## src/rtl/dwt_ctrl_pkg.sv

```systemverilog
// Shared geometry constants, FSM encoding and configuration check for the
// multi-level DWT read sequencer.
package dwt_ctrl_pkg;

  localparam int MAX_SIDE   = 512;
  localparam int MAX_LEVELS = 5;
  localparam int PITCH      = MAX_SIDE / 2;
  localparam int ADDR_W     = $clog2(MAX_SIDE * MAX_SIDE / 2);
  localparam int DIM_W      = $clog2(MAX_SIDE) + 1;
  localparam int LVL_W      = $clog2(MAX_LEVELS + 1);
  localparam int LIDX_W     = $clog2(MAX_LEVELS);
  localparam int COL_W      = $clog2(PITCH);
  localparam int ROW_W      = $clog2(MAX_SIDE);
  localparam int CNT_W      = ADDR_W + 1;

  typedef enum logic [1:0] {
    ST_IDLE  = 2'd0,
    ST_READ  = 2'd1,
    ST_DRAIN = 2'd2,
    ST_DONE  = 2'd3
  } state_e;

  // Every level must split evenly and the deepest level must stay at least 4 samples wide.
  function automatic logic cfg_valid(input logic [DIM_W-1:0] width,
                                     input logic [DIM_W-1:0] height,
                                     input logic [LVL_W-1:0] levels);
    logic [DIM_W-1:0] mask;
    logic [LVL_W-1:0] top_shift;
    logic             ok;
    mask      = '0;
    top_shift = '0;
    ok = (levels != LVL_W'(0)) && (levels <= LVL_W'(MAX_LEVELS)) &&
         (width <= DIM_W'(MAX_SIDE)) && (height <= DIM_W'(MAX_SIDE));
    if (ok) begin
      mask      = (DIM_W'(1) << levels) - DIM_W'(1);
      top_shift = levels - LVL_W'(1);
      ok = ((width & mask) == DIM_W'(0)) && ((height & mask) == DIM_W'(0)) &&
           ((width >> top_shift) >= DIM_W'(4)) && ((height >> top_shift) >= DIM_W'(4));
    end else begin
      ok = 1'b0;
    end
    return ok;
  endfunction

endpackage

```

## src/rtl/dwt_addr_gen.sv

```systemverilog
// Row-major beat walker over a Bl x Hl region of the tile buffer with a
// valid/ready command port; reloaded once per decomposition level.
module dwt_addr_gen
  import dwt_ctrl_pkg::*;
(
  input  logic              i_clk,
  input  logic              i_rst,
  input  logic              i_load,
  input  logic [COL_W-1:0]  i_bl_m1,
  input  logic [ROW_W-1:0]  i_hl_m1,
  input  logic              i_ready,
  output logic              o_valid,
  output logic [ADDR_W-1:0] o_addr,
  output logic              o_sof,
  output logic              o_eol,
  output logic              o_last
);

  logic             r_valid;
  logic [ROW_W-1:0] r_row;
  logic [COL_W-1:0] r_col;
  logic [COL_W-1:0] r_bl_m1;
  logic [ROW_W-1:0] r_hl_m1;
  logic             w_last;

  assign w_last = r_valid && (r_col == r_bl_m1) && (r_row == r_hl_m1);

  // Command position; advances only when the tile buffer accepts the beat.
  always_ff @(posedge i_clk) begin
    if (i_rst) begin
      r_valid <= 1'b0;
      r_row   <= '0;
      r_col   <= '0;
      r_bl_m1 <= '0;
      r_hl_m1 <= '0;
    end else if (i_load) begin
      r_valid <= 1'b1;
      r_row   <= '0;
      r_col   <= '0;
      r_bl_m1 <= i_bl_m1;
      r_hl_m1 <= i_hl_m1;
    end else if (r_valid && i_ready) begin
      if (w_last) begin
        r_valid <= 1'b0;
        r_row   <= '0;
        r_col   <= '0;
      end else if (r_col == r_bl_m1) begin
        r_col <= '0;
        r_row <= r_row + ROW_W'(1);
      end else begin
        r_col <= r_col + COL_W'(1);
      end
    end
  end

  // Pitch is a power of two, so row*Pitch+col is a plain concatenation.
  assign o_valid = r_valid;
  assign o_addr  = {r_row, r_col};
  assign o_sof   = r_valid && (r_row == ROW_W'(0)) && (r_col == COL_W'(0));
  assign o_eol   = r_valid && (r_col == r_bl_m1);
  assign o_last  = w_last;

endmodule

```

## src/rtl/dwt_level_sequencer.sv

```systemverilog
// Multi-level DWT read scheduler: issues per-level read commands and holds the
// next level back until every output beat of the current level has drained.
module dwt_level_sequencer
  import dwt_ctrl_pkg::*;
(
  input  logic              clk_i,
  input  logic              rst_i,
  input  logic              start_i,
  input  logic [DIM_W-1:0]  width_i,
  input  logic [DIM_W-1:0]  height_i,
  input  logic [LVL_W-1:0]  levels_i,
  output logic              busy_o,
  output logic              done_o,
  output logic              cfg_err_o,
  output logic [LIDX_W-1:0] level_o,
  input  logic              rd_ready_i,
  output logic              rd_valid_o,
  output logic [ADDR_W-1:0] rd_addr_o,
  output logic              rd_sof_o,
  output logic              rd_eol_o,
  input  logic              out_valid_i,
  input  logic              out_ready_i,
  output logic [ADDR_W-1:0] wr_index_o
);

  state_e            r_state;
  logic [DIM_W-1:0]  r_width;
  logic [DIM_W-1:0]  r_height;
  logic [LVL_W-1:0]  r_levels;
  logic [LIDX_W-1:0] r_level;
  logic [CNT_W-1:0]  r_out_cnt;
  logic              r_busy;
  logic              r_done;
  logic              r_cfg_err;

  logic              w_cfg_ok;
  logic              w_final;
  logic [CNT_W-1:0]  w_nl;
  logic              w_cnt_hit;
  logic              w_cnt_next_hit;
  logic              w_out_fire;
  logic              w_load;
  logic [LIDX_W-1:0] w_src_lvl;
  logic [DIM_W-1:0]  w_src_w;
  logic [DIM_W-1:0]  w_src_h;
  logic [COL_W-1:0]  w_ld_bl_m1;
  logic [ROW_W-1:0]  w_ld_hl_m1;
  logic              w_rd_valid;
  logic              w_rd_last;
  logic              w_rd_fire;

  assign w_cfg_ok       = cfg_valid(width_i, height_i, levels_i);
  assign w_final        = (r_level == LIDX_W'(r_levels - LVL_W'(1)));
  assign w_nl           = CNT_W'(r_width >> (r_level + LIDX_W'(1))) * CNT_W'(r_height >> r_level);
  assign w_out_fire     = out_valid_i && out_ready_i && r_busy;
  assign w_cnt_hit      = (r_out_cnt == w_nl);
  assign w_cnt_next_hit = w_out_fire && ((r_out_cnt + CNT_W'(1)) == w_nl);
  assign w_rd_fire      = w_rd_valid && rd_ready_i;

  // A load starts level 0 from the live inputs, or the next level from the latched job.
  assign w_load     = ((r_state == ST_IDLE) && start_i && w_cfg_ok) ||
                      ((r_state == ST_DRAIN) && !w_final && w_cnt_hit);
  assign w_src_lvl  = (r_state == ST_IDLE) ? LIDX_W'(0) : (r_level + LIDX_W'(1));
  assign w_src_w    = (r_state == ST_IDLE) ? width_i : r_width;
  assign w_src_h    = (r_state == ST_IDLE) ? height_i : r_height;
  assign w_ld_bl_m1 = COL_W'((w_src_w >> (w_src_lvl + LIDX_W'(1))) - DIM_W'(1));
  assign w_ld_hl_m1 = ROW_W'((w_src_h >> w_src_lvl) - DIM_W'(1));

  dwt_addr_gen u_addr_gen (
    .i_clk   (clk_i),
    .i_rst   (rst_i),
    .i_load  (w_load),
    .i_bl_m1 (w_ld_bl_m1),
    .i_hl_m1 (w_ld_hl_m1),
    .i_ready (rd_ready_i),
    .o_valid (w_rd_valid),
    .o_addr  (rd_addr_o),
    .o_sof   (rd_sof_o),
    .o_eol   (rd_eol_o),
    .o_last  (w_rd_last)
  );

  // Output-beat counter; cleared whenever a level (re)starts.
  always_ff @(posedge clk_i) begin
    if (rst_i) begin
      r_out_cnt <= '0;
    end else if (w_load) begin
      r_out_cnt <= '0;
    end else if (w_out_fire) begin
      r_out_cnt <= r_out_cnt + CNT_W'(1);
    end
  end

  // Job FSM; the final level finishes on the accepting beat itself.
  always_ff @(posedge clk_i) begin
    if (rst_i) begin
      r_state   <= ST_IDLE;
      r_width   <= '0;
      r_height  <= '0;
      r_levels  <= '0;
      r_level   <= '0;
      r_busy    <= 1'b0;
      r_done    <= 1'b0;
      r_cfg_err <= 1'b0;
    end else begin
      r_done    <= 1'b0;
      r_cfg_err <= 1'b0;
      case (r_state)
        ST_IDLE: begin
          if (start_i && w_cfg_ok) begin
            r_width  <= width_i;
            r_height <= height_i;
            r_levels <= levels_i;
            r_level  <= '0;
            r_busy   <= 1'b1;
            r_state  <= ST_READ;
          end else if (start_i) begin
            r_cfg_err <= 1'b1;
          end
        end
        ST_READ: begin
          if (w_rd_fire && w_rd_last) begin
            r_state <= ST_DRAIN;
          end
        end
        ST_DRAIN: begin
          if (w_final && (w_cnt_hit || w_cnt_next_hit)) begin
            r_busy  <= 1'b0;
            r_done  <= 1'b1;
            r_state <= ST_DONE;
          end else if (!w_final && w_cnt_hit) begin
            r_level <= r_level + LIDX_W'(1);
            r_state <= ST_READ;
          end
        end
        ST_DONE: begin
          r_state <= ST_IDLE;
        end
        default: begin
          r_state <= ST_IDLE;
          r_busy  <= 1'b0;
        end
      endcase
    end
  end

  assign busy_o     = r_busy;
  assign done_o     = r_done;
  assign cfg_err_o  = r_cfg_err;
  assign level_o    = r_level;
  assign rd_valid_o = w_rd_valid;
  assign wr_index_o = r_out_cnt[ADDR_W-1:0];

endmodule

```

## config.mk

```make
export PLATFORM = sky130hd
export DESIGN_NAME = dwt_level_sequencer
export DESIGN_NICKNAME = d
export VERILOG_FILES = /design/src/rtl/dwt_ctrl_pkg.sv /design/src/rtl/dwt_addr_gen.sv /design/src/rtl/dwt_level_sequencer.sv
export SDC_FILE = /design/constraint.sdc
export NUM_CORES = 1
export LEC_CHECK = 0
export CAP_MARGIN = 20
export CELL_PAD_IN_SITES_DETAIL_PLACEMENT = 1
export CELL_PAD_IN_SITES_GLOBAL_PLACEMENT = 1
export CORE_MARGIN = 5
export CORE_UTILIZATION = 36
export CTS_BUF_LIST = sky130_fd_sc_hd__clkbuf_8 sky130_fd_sc_hd__clkbuf_16
export CTS_CLUSTER_DIAMETER = 30
export CTS_CLUSTER_SIZE = 40
export DETAILED_ROUTE_END_ITERATION = 16
export MAX_ROUTING_LAYER = met4
export PLACE_DENSITY = 0.66
export SKIP_LAST_GASP = 1
export SYNTH_ARGS = -nofsm -noshare
export SYNTH_HDL_FRONTEND = slang
export SYNTH_SLANG_ARGS = --single-unit
```

## constraint.sdc

```tcl
create_clock -name clk_i -period 9.11 [get_ports clk_i]
set_clock_uncertainty 0.1 [all_clocks]
set_input_delay 0.911 -clock clk_i [delete_from_list [all_inputs] [get_ports clk_i]]
set_output_delay 0.911 -clock clk_i [all_outputs]
set_load 0.05 [all_outputs]
```

-- After elaboration in Yosys (flattened, before gate mapping)
Cells that the tools add are included.
- mux-type cells: 25
- shift operators: 7
- bitwise logic cells: 4
- multipliers: 1
- reduce and logical (&&, ||, !) cells: 44
- order comparisons: 5
- $add $sub $neg: 10
- eq/ne operators: 14
- operators with widths (operator ; number):
    18-bit == test ; 2
    10-bit by 3-bit right shift with 18-bit output ; 2
    1-bit logical AND ; 22
    10-bit bitwise AND ; 2
    10-bit by 3-bit greater-or-equal comparator with 1-bit output, second input constant ; 2
    10-bit less-or-equal comparator, second input constant ; 2
    10-bit logical NOT ; 2
    10-bit 2-to-1 mux ; 2
    10-bit by 3-bit right shift with 10-bit output ; 2
    18-bit by 1-bit adder with 18-bit output, second input constant ; 1
    18-bit by 18-bit multiplier with 18-bit output ; 1
    9-bit 2-to-1 mux ; 2
    8-bit 2-to-1 mux ; 2
    3-bit 2-to-1 mux ; 4
    1-bit by 3-bit << shifter with 10-bit output, first input constant ; 1
    10-bit by 3-bit right shift with 8-bit output ; 1
    10-bit by 3-bit right shift with 9-bit output ; 1
    10-bit by 2-bit subtractor with 10-bit output, second input constant ; 1
    9-bit by 1-bit adder with 9-bit output, second input constant ; 1
    9-bit == test ; 1
    9-bit logical NOT ; 1
    9-bit by 1-bit subtractor with 9-bit output, second input constant ; 1
    8-bit by 1-bit adder with 8-bit output, second input constant ; 1
    8-bit == test ; 1
    27 further kinds ; 52
- register bits after elaboration: 84
- output and inout bits: 43
- input port bits: 29

-- Logic depth before layout (Yosys ltp)
Gate-level depths: netlist (run 1).
- depth in word-level cells: 12
- mapped depth: 33
- mapped depth without buffers: 27

-- By module
A second synthesis (run 1) with hierarchy kept.
- cells, all modules: 1256
- area, all modules: 10248.6 um^2
- by module, submodules not included (module ; cells an instance ; area an instance (um^2) ; times used):
    dwt_level_sequencer ; 1074 ; 8529.4 ; 1
    dwt_addr_gen ; 182 ; 1719.1 ; 1

-- Worst setup path after synthesis (run 1)
OpenSTA, ideal clock, no wires.
- path kind: reg-to-reg
- start point: register r_level[1], in the netlist level_o[1]
- end point: register r_busy, in the netlist busy_o
- cell stages (with the launch flop): 29
- arrival: 7706 ps
- slack: 1182 ps
- path through: dfxtp_1 -> ha_1 -> buf_2 -> buf_2 -> buf_1 -> mux2_2 -> nand2_1 -> o21ai_0 -> nor2_1 -> a21oi_1 -> nand2_1 -> fa_1 -> fa_1 -> inv_1 -> ha_1 -> ha_1 -> inv_1 -> fa_1 -> fa_1 -> inv_1 -> ha_1 -> o21ai_0 -> nor3_1 -> a2111oi_0 -> nor3b_1 -> or2_2 -> o22a_1 -> nand4b_1 -> a221o_1
- longest elaborated chain between the ends: 9
- RTL lines (what ; line ; RTL):
    start, declared ; dwt_level_sequencer.sv:30 ; logic [LIDX_W-1:0] r_level;
    start signal, assigned ; dwt_level_sequencer.sv:132 ; r_level <= r_level + LIDX_W'(1);
    3-bit by 1-bit adder with 3-bit output ; dwt_level_sequencer.sv:54 ; assign w_nl = CNT_W'(r_width >> (r_level + LIDX_W'(1))) * CNT_W'(r_height >> r_level);
    10-bit by 3-bit right shift with 18-bit output ; dwt_level_sequencer.sv:54 ;
    18-bit by 18-bit multiplier with 18-bit output ; dwt_level_sequencer.sv:54 ;
    18-bit == test ; dwt_level_sequencer.sv:57 ; assign w_cnt_next_hit = w_out_fire && ((r_out_cnt + CNT_W'(1)) == w_nl);
    1-bit logical AND ; dwt_level_sequencer.sv:57 ;
    1-bit logical OR ; dwt_level_sequencer.sv:127 ; if (w_final && (w_cnt_hit || w_cnt_next_hit)) begin
    1-bit logical AND * ; dwt_level_sequencer.sv:127 ;
    2-bit by 1-bit inequality test with 1-bit output (no line) * ; n/a ;
    3-bit AND reduction (no line) * ; n/a ;
    end signal, assigned ; dwt_level_sequencer.sv:115 ; r_busy <= 1'b1;
    end signal, assigned ; dwt_level_sequencer.sv:128 ; r_busy <= 1'b0;
    end signal, assigned ; dwt_level_sequencer.sv:141 ; r_busy <= 1'b0;
    end, declared ; dwt_level_sequencer.sv:32 ; logic r_busy;
Mark *: on every way between the ends. The rest lies on a longest branch, timed or not.
A chain may end at the register's enable or synchronous reset.

-- Worst setup path in the final report (run 1)
- start point: register r_level[1], in the netlist level_o[1]
- end point: register u_addr_gen.r_hl_m1[0]
- longest elaborated chain between the ends: 6
- RTL lines (what ; line ; RTL):
    3-bit by 1-bit adder with 3-bit output ; dwt_level_sequencer.sv:54, dwt_level_sequencer.sv:63 ;
    10-bit by 3-bit right shift with 18-bit output ; dwt_level_sequencer.sv:54 ;
    18-bit by 18-bit multiplier with 18-bit output ; dwt_level_sequencer.sv:54 ;
    18-bit == test ; dwt_level_sequencer.sv:56 ; assign w_cnt_hit = (r_out_cnt == w_nl);
    1-bit logical AND ; dwt_level_sequencer.sv:62 ; ((r_state == ST_DRAIN) && !w_final && w_cnt_hit);
    1-bit logical OR ; dwt_level_sequencer.sv:61 ; assign w_load = ((r_state == ST_IDLE) && start_i && w_cfg_ok) ||
    end signal, assigned ; dwt_addr_gen.sv:41 ; r_hl_m1 <= i_hl_m1;
    end, declared ; dwt_addr_gen.sv:23 ; logic [ROW_W-1:0] r_hl_m1;
Several ways; a longest one is shown, not always the timed one.

==> results of run 1 <==
## worst paths after layout
| kind | start | end | slack (ns) | depth (start not counted) |
|---|---|---|---|---|
| max | level_o[1] | u_addr_gen.r_hl_m1[0] | 0.64 | 24 |
| min | r_levels[1] | r_levels[1] | 0.36 | 2 |
| max reg2reg | level_o[1] | u_addr_gen.r_hl_m1[0] | 0.64 | 24 |
| min reg2reg | r_levels[1] | r_levels[1] | 0.36 | 2 |
## cells in the final DEF (no fill, tap or decap), types with 5 or more instances in the layout
cell | Yosys | routed
nor2b_1 | 10 | 10
buf_4 | 21 | 13
o221ai_1 | 5 | 5
or2_2 | 6 | 6
clkbuf_16 | 0 | 9
a31oi_1 | 8 | 8
a21o_1 | 7 | 7
clkdlybuf4s50_1 | 0 | 70
dfxtp_1 | 84 | 83
and4_1 | 6 | 6
a211oi_1 | 17 | 17
xor2_1 | 41 | 41
nor3b_1 | 6 | 6
nand2_1 | 175 | 175
o21ai_1 | 5 | 5
or3_1 | 5 | 5
mux2_2 | 13 | 13
a21oi_1 | 64 | 64
xnor2_1 | 55 | 55
a22oi_1 | 5 | 5
mux4_2 | 11 | 11
nand2b_1 | 13 | 13
nand4_1 | 23 | 23
nor4_1 | 13 | 13
nand3_1 | 39 | 39
o31ai_1 | 8 | 8
o22ai_1 | 6 | 6
nor2_1 | 97 | 97
fa_1 | 63 | 63
and3_1 | 26 | 26
nor3_1 | 52 | 52
ha_1 | 74 | 74
mux2i_1 | 26 | 26
o21ai_0 | 33 | 33
o21a_1 | 7 | 7
and2_1 | 32 | 32
inv_1 | 105 | 105
o211ai_1 | 6 | 6
## flip-flops by register name (all words and copies together), names as in the netlist
signal and count:
u_addr_gen.r_row 9, r_width 10, done_o 1, u_addr_gen.r_col 8, r_state 2, r_levels 3
u_addr_gen.r_hl_m1 9, r_out_cnt 18, busy_o 1, r_height 10, level_o 3, u_addr_gen.r_bl_m1 8
u_addr_gen.o_valid 1, cfg_err_o 1
## cell usage after synthesis, types with 10 or more instances
cell / instances
ha_1: 74
xor2_1: 41
nand3_1: 39
xnor2_1: 55
a211oi_1: 17
mux2_2: 13
buf_4: 21
mux4_2: 11
nor4_1: 13
nand2b_1: 13
buf_2: 22
nand4_1: 23
inv_1: 105
nor3_1: 52
and3_1: 26
a21oi_1: 64
and2_1: 32
nor2b_1: 10
nand2_1: 175
nor2_1: 97
mux2i_1: 26
fa_1: 63
o21ai_0: 33
clkbuf_1: 35
dfxtp_1: 84
## per-stage QoR
stage               instances  total power, mW
floorplan                1301           0.4162
global placement         1683           0.4496
detailed placement       1683           0.4500
CTS                      1699           0.8423
global route             1699           0.8659
finish                   1699           0.8331
## per-layer routing
| layer | routed length (um) | track usage (%) | share of wire (%) |
|---|---|---|---|
| met1 | 15650 | 29.07 | 48 |
| met2 | 15600 | 34.57 | 47 |
| met3 | 1000 | 2.214 | 3.0 |
| met4 | 610 | 4.957 | 1.9 |
| met5 | 0 | - | 0 |
## power breakdown
group	internal [mW]	switching [mW]
Combinational	0.0299	0.0445
Sequential	0.367	0.000133
Clock	0.222	0.169
## critical path: stages (launching register included)
cell	delay (ns)
dfxtp_1	0.32
ha_1	0.63
mux2_2	0.27
nand2_1	0.05
o21ai_0	0.23
nor2_1	0.08
a21oi_1	0.76
nand2_1	0.18
fa_1	0.55
fa_1	0.54
inv_1	0.04
ha_1	0.18
inv_1	0.08
fa_1	0.40
fa_1	0.52
fa_1	0.57
inv_1	0.05
ha_1	0.41
nand3_1	0.19
o311a_1	0.45
or2_2	0.32
xnor2_1	0.26
and4_1	0.83
nor3_1	0.11
nor3_1	0.25
## final cells by class
| class | instances | area [um^2] |
|---|---|---|
| timing repair buffer | 84 | 803.3 |
| tap | 378 | 473.0 |
| inverter | 106 | 397.9 |
| clock inverter | 6 | 72.57 |
| fill | 3394 | 16550 |
| sequential | 84 | 1683 |
| clock buffer | 10 | 239.0 |
| multi-input combinational | 1031 | 7796 |
## kinds of logic (layout without fill, tap and decap cells)
group	after synthesis	count (layout)	share of synthesized area, %
xor+xnor	100	100	8.864
fa+ha+maj	137	137	21.25
compound gates	217	217	14.18
buf+inv	186	206	7.892
mux	50	50	6.359
simple gates	527	527	25.11
flops	84	84	16.34
==> results.cfg, run 1 <==
[worst_setup_path]
crit_path_end_kind = flip-flop
worstSetupPathType = reg -> reg
startpoint_type = flip-flop
crit_arrival_ns = 8.64
worst-path-max-fanout = 20
required_ns = 9.27

[cts]
clock_latency_ns = 0.36
cts_root_buffer = clkbuf_16
cts.sinks = 84
clk_pin_slew_worst_paths_ns = 0.07
htree_num_levels = 3
cts_made_buffers = 9
cts_setup_buffers = 0
cts_resized = 0
cts_hold_buf = 0
ctsLongestPathBuffers = 2
cts_tree = done

[outcome]
outcome = finished, final reports clean

[timing]
final_hold_viol_count = 0
fmax_mhz = 118.0
relSlewSlack_pct = 36.03
maxSlewViolCount = 0
setup-violations-final = 0
holdWs_ns = 0.3649
fin_setup_tns_ns = 0
period_needed_ns = 8.474
period_share_pct = 93.02
setup_slack_ns = 0.6355
rsz0062_at_grt = no
tightest_slew_ns = 0.9596

[floorplanning]
core_area_mm2 = 0.02801
die_h_um = 179.1
die_area_mm2 = 0.03206
io_pins = 72
die_x_um = 179.1
initial_utilization_pct = 36.74
core.rowCount = 61

[global_route]
grt_first_pass_wirelength_um = 53060
grtUsageTotal_pct = 21.40
grt_overflow_total = 0
antenna_found_initial = 0
grt_pass1_vias = 9725
grt_max_degree = 48

[synthesis]
synth_area_mm2 = 0.01029
synth-seq-cells = 84
ys.flop_type = dfxtp_1
synthArstFlopShare_pct = 0
syn-num-nets = 1467
syn_avg_cell_area_um2 = 7.909
synth_top_area_share_pct = 16.34
synth_edf_count = 0
seq_area_frac_synth_pct = 16.34
ys_warn_count = 0
synth_area_leader_cell = dfxtp_1
yosys-top-cells-area = dfxtp_1 16%, fa_1 12%, ha_1 9.0%
synthCells = 1301
yosysUniqueCellTypes = 79

[cells_and_area]
syn_to_final_growth_pct = 11.42
drive_above_1_share_pct = 5.829
design_area_mm2 = 0.01146
finalNetCount = 1482
utilization_pct = 40.93
diodes = 0

[worst_hold_path]
hp-class = reg -> reg

[detailed_routing]
wl_um = 32860
ant_nets = 0
drc_errors = 0
wl_per_cell_um = 19.34
drt-initial-drc-count = 526
vias = 9508
drtPass1Iterations = 4
vias_per_cell = 5.596

[placement]
place.port_buffers = 71
gp_congestion = 0.8652
dpl_cell_area_mm2 = 0.01115
place_hpwl_um = 25960
dp_slack_ns = 0.6589

[power]
p_per_area_mw_per_mm2 = 72.66
p_leak_nw = 4.535
ir_worst_vdd_uv = 66.66

[run]
maxCapViolCount = 0
Note: power is estimated with default switching activity, not from simulation.
==> inputs of run 2 (changes only) <==
Settings changed: CAP_MARGIN 20 to default.
==> results of run 2 <==
The final DEF is identical to that of run 1; final timing and power are the same.
==> inputs of run 3 (changes only) <==
Settings changed: CELL_PAD_IN_SITES_DETAIL_PLACEMENT 1 to 0.
==> run 3 against run 2 <==
Effect of this change:
- sequential power barely moved
- worst setup slack improved by 0.13 ns
- via count fell by 2.6%
- combinational power decreased by 1%
- clock-buffer cell count unchanged
- cell area grew 0.13%
- non-clock buffer count unchanged
==> results.cfg, run 3 (synthesis results as in run 1) <==
[worst_setup_path]
crit_arrival_ns = 8.51
startpoint_type = flip-flop
required_ns = 9.28
reg2reg_from = level_o[0]
crit_path_end_kind = flip-flop
crit_start = level_o[0]
worstSetupPathType = reg -> reg
worst-path-max-fanout = 20

[cts]
cts_hold_buf = 0
cts_made_buffers = 9
clk_pin_slew_worst_paths_ns = 0.07
ctsLongestPathBuffers = 2
cts_tree = done
clock_latency_ns = 0.35
cts_resized = 0
cts.sinks = 84
cts_setup_buffers = 0
cts_root_buffer = clkbuf_16
htree_num_levels = 3

[global_route]
grt_pass1_vias = 8972
grt_first_pass_wirelength_um = 49330
grtUsageTotal_pct = 19.91
antenna_found_initial = 0
grt_max_degree = 48
grt_overflow_total = 0

[timing]
period_share_pct = 91.57
tightest_slew_ns = 0.9410
maxSlewViolCount = 0
fmax_mhz = 119.9
holdWs_ns = 0.3594
fin_setup_tns_ns = 0
relSlewSlack_pct = 37.27
rsz0062_at_grt = no
period_needed_ns = 8.342
setup-violations-final = 0
final_hold_viol_count = 0

[floorplanning]
core.rowCount = 61
die_h_um = 179.1
die_x_um = 179.1
core_area_mm2 = 0.02801
die_area_mm2 = 0.03206
io_pins = 72
initial_utilization_pct = 36.74

[detailed_routing]
drc_errors = 0
drtPass1Iterations = 7
vias = 9264
ant_nets = 0
vias_per_cell = 5.453
wl_um = 30890
wl_per_cell_um = 18.18
drt-initial-drc-count = 529

[power]
p_per_area_mw_per_mm2 = 74.01
switching_power_mw = 0.2045
p_clk_share_pct = 48.1
p_sw_share_pct = 24.07
p_int_mw = 0.6452
p_seq_share_pct = 43.2
p_leak_nw = 4.549
ir_worst_vdd_uv = 62.56
p_comb_share_pct = 8.7

[cells_and_area]
drive_above_1_share_pct = 5.753
mostFrequentLayoutCells = 175 x nand2_1, 106 x inv_1, 97 x nor2_1, 83 x dfxtp_1, 74 x ha_1
regArea_mm2 = 0.001683
reg_top3 = r_out_cnt x18, r_height x10, r_width x10
largest-register = r_out_cnt
finalNetCount = 1482
largest_reg_flops = 18
multiInputGateArea_mm2 = 0.007796
fin_cells = 1699
layout_commonest_cell = nand2_1
diodes = 0
syn_to_final_growth_pct = 11.56
fill_cells = 2945

[placement]
gp_congestion = 0.8652
place.port_buffers = 71
place_hpwl_um = 24370
dpl.cell_count = 1683

[run]
maxCapViolCount = 0

[worst_hold_path]
min_from = r_levels[1]
hp-class = reg -> reg

[outcome]
outcome = finished, final reports clean
## run 3: cell count changes in the layout (fill, tap and decap cells not counted), sizes merged
cell      before  now
clkinv         2    1
bufinv         1    2
clkinvlp       3    2
inv          106  107
## run 3: critical path, cell delays in order (launching register included)
cell     delay (ns)
dfxtp_2        0.32
ha_1           0.63
mux2_2         0.27
nand2_1        0.05
o21ai_0        0.24
nor2_1         0.08
a21oi_1        0.70
nand2_1        0.17
fa_1           0.53
fa_1           0.54
inv_1          0.05
ha_1           0.29
ha_1           0.28
inv_1          0.05
fa_1           0.51
fa_1           0.55
inv_1          0.04
ha_1           0.34
o21ai_0        0.19
and2_1         0.22
o311a_1        0.36
or2_2          0.32
xnor2_1        0.25
and4_1         0.80
o21ai_0        0.19
a21oi_1        0.17
## run 3: final timing paths
check	end	slack, ns	cells past startpoint
hold / removal	r_levels[1]	0.36	2
setup reg to reg	u_addr_gen.r_hl_m1[6]	0.77	25
hold reg to reg	r_levels[1]	0.36	2
setup / recovery	u_addr_gen.r_hl_m1[6]	0.77	25
## run 3: per-layer routing
layer | GRT usage (%) | vias to the layer above | wire length (um)
li1 | - | 4539 | -
met1 | 27.56 | 4513 | 14810
met2 | 31.66 | 187 | 14540
met3 | 1.729 | 25 | 956
met4 | 4.893 | 0 | 572
met5 | - | - | 0
## run 3: per-stage QoR
stage / worst slack, ns / power [mW] / cell area [um^2] / util, %
after detailed placement: 0.8123 / 0.4492 / 11150 / 39.82
after global routing: 0.08924 / 0.8794 / 11480 / 40.98
after global placement: 0.8712 / 0.4496 / 11150 / 39.82
after CTS: 0.7675 / 0.8628 / 11480 / 40.98
final: 0.7679 / 0.8497 / 11480 / 40.98
after floorplan: 1.182 / 0.4162 / 10290 / -
## run 3: layout make-up
class	instances	share of cell area (%)
multi-input cells	1031	67.91
flip-flops and latches	84	14.66
repair buffers	84	6.997
well taps	378	4.120
inverters	106	3.466
clock buffers	10	2.082
clock inverters	6	0.7629
## run 3: power groups by stage
| stage | clock network (mW) | registers (mW) | logic, mW |
|---|---|---|---|
| 2_1_floorplan | 0 | 0.377 | 0.0395 |
| 5_1_grt | 0.432 | 0.367 | 0.0802 |
| 3_3_place_gp | 0 | 0.376 | 0.0738 |
| 6_report | 0.409 | 0.367 | 0.0736 |
| 4_1_cts | 0.422 | 0.367 | 0.0735 |
| 3_5_place_dp | 0 | 0.376 | 0.0733 |
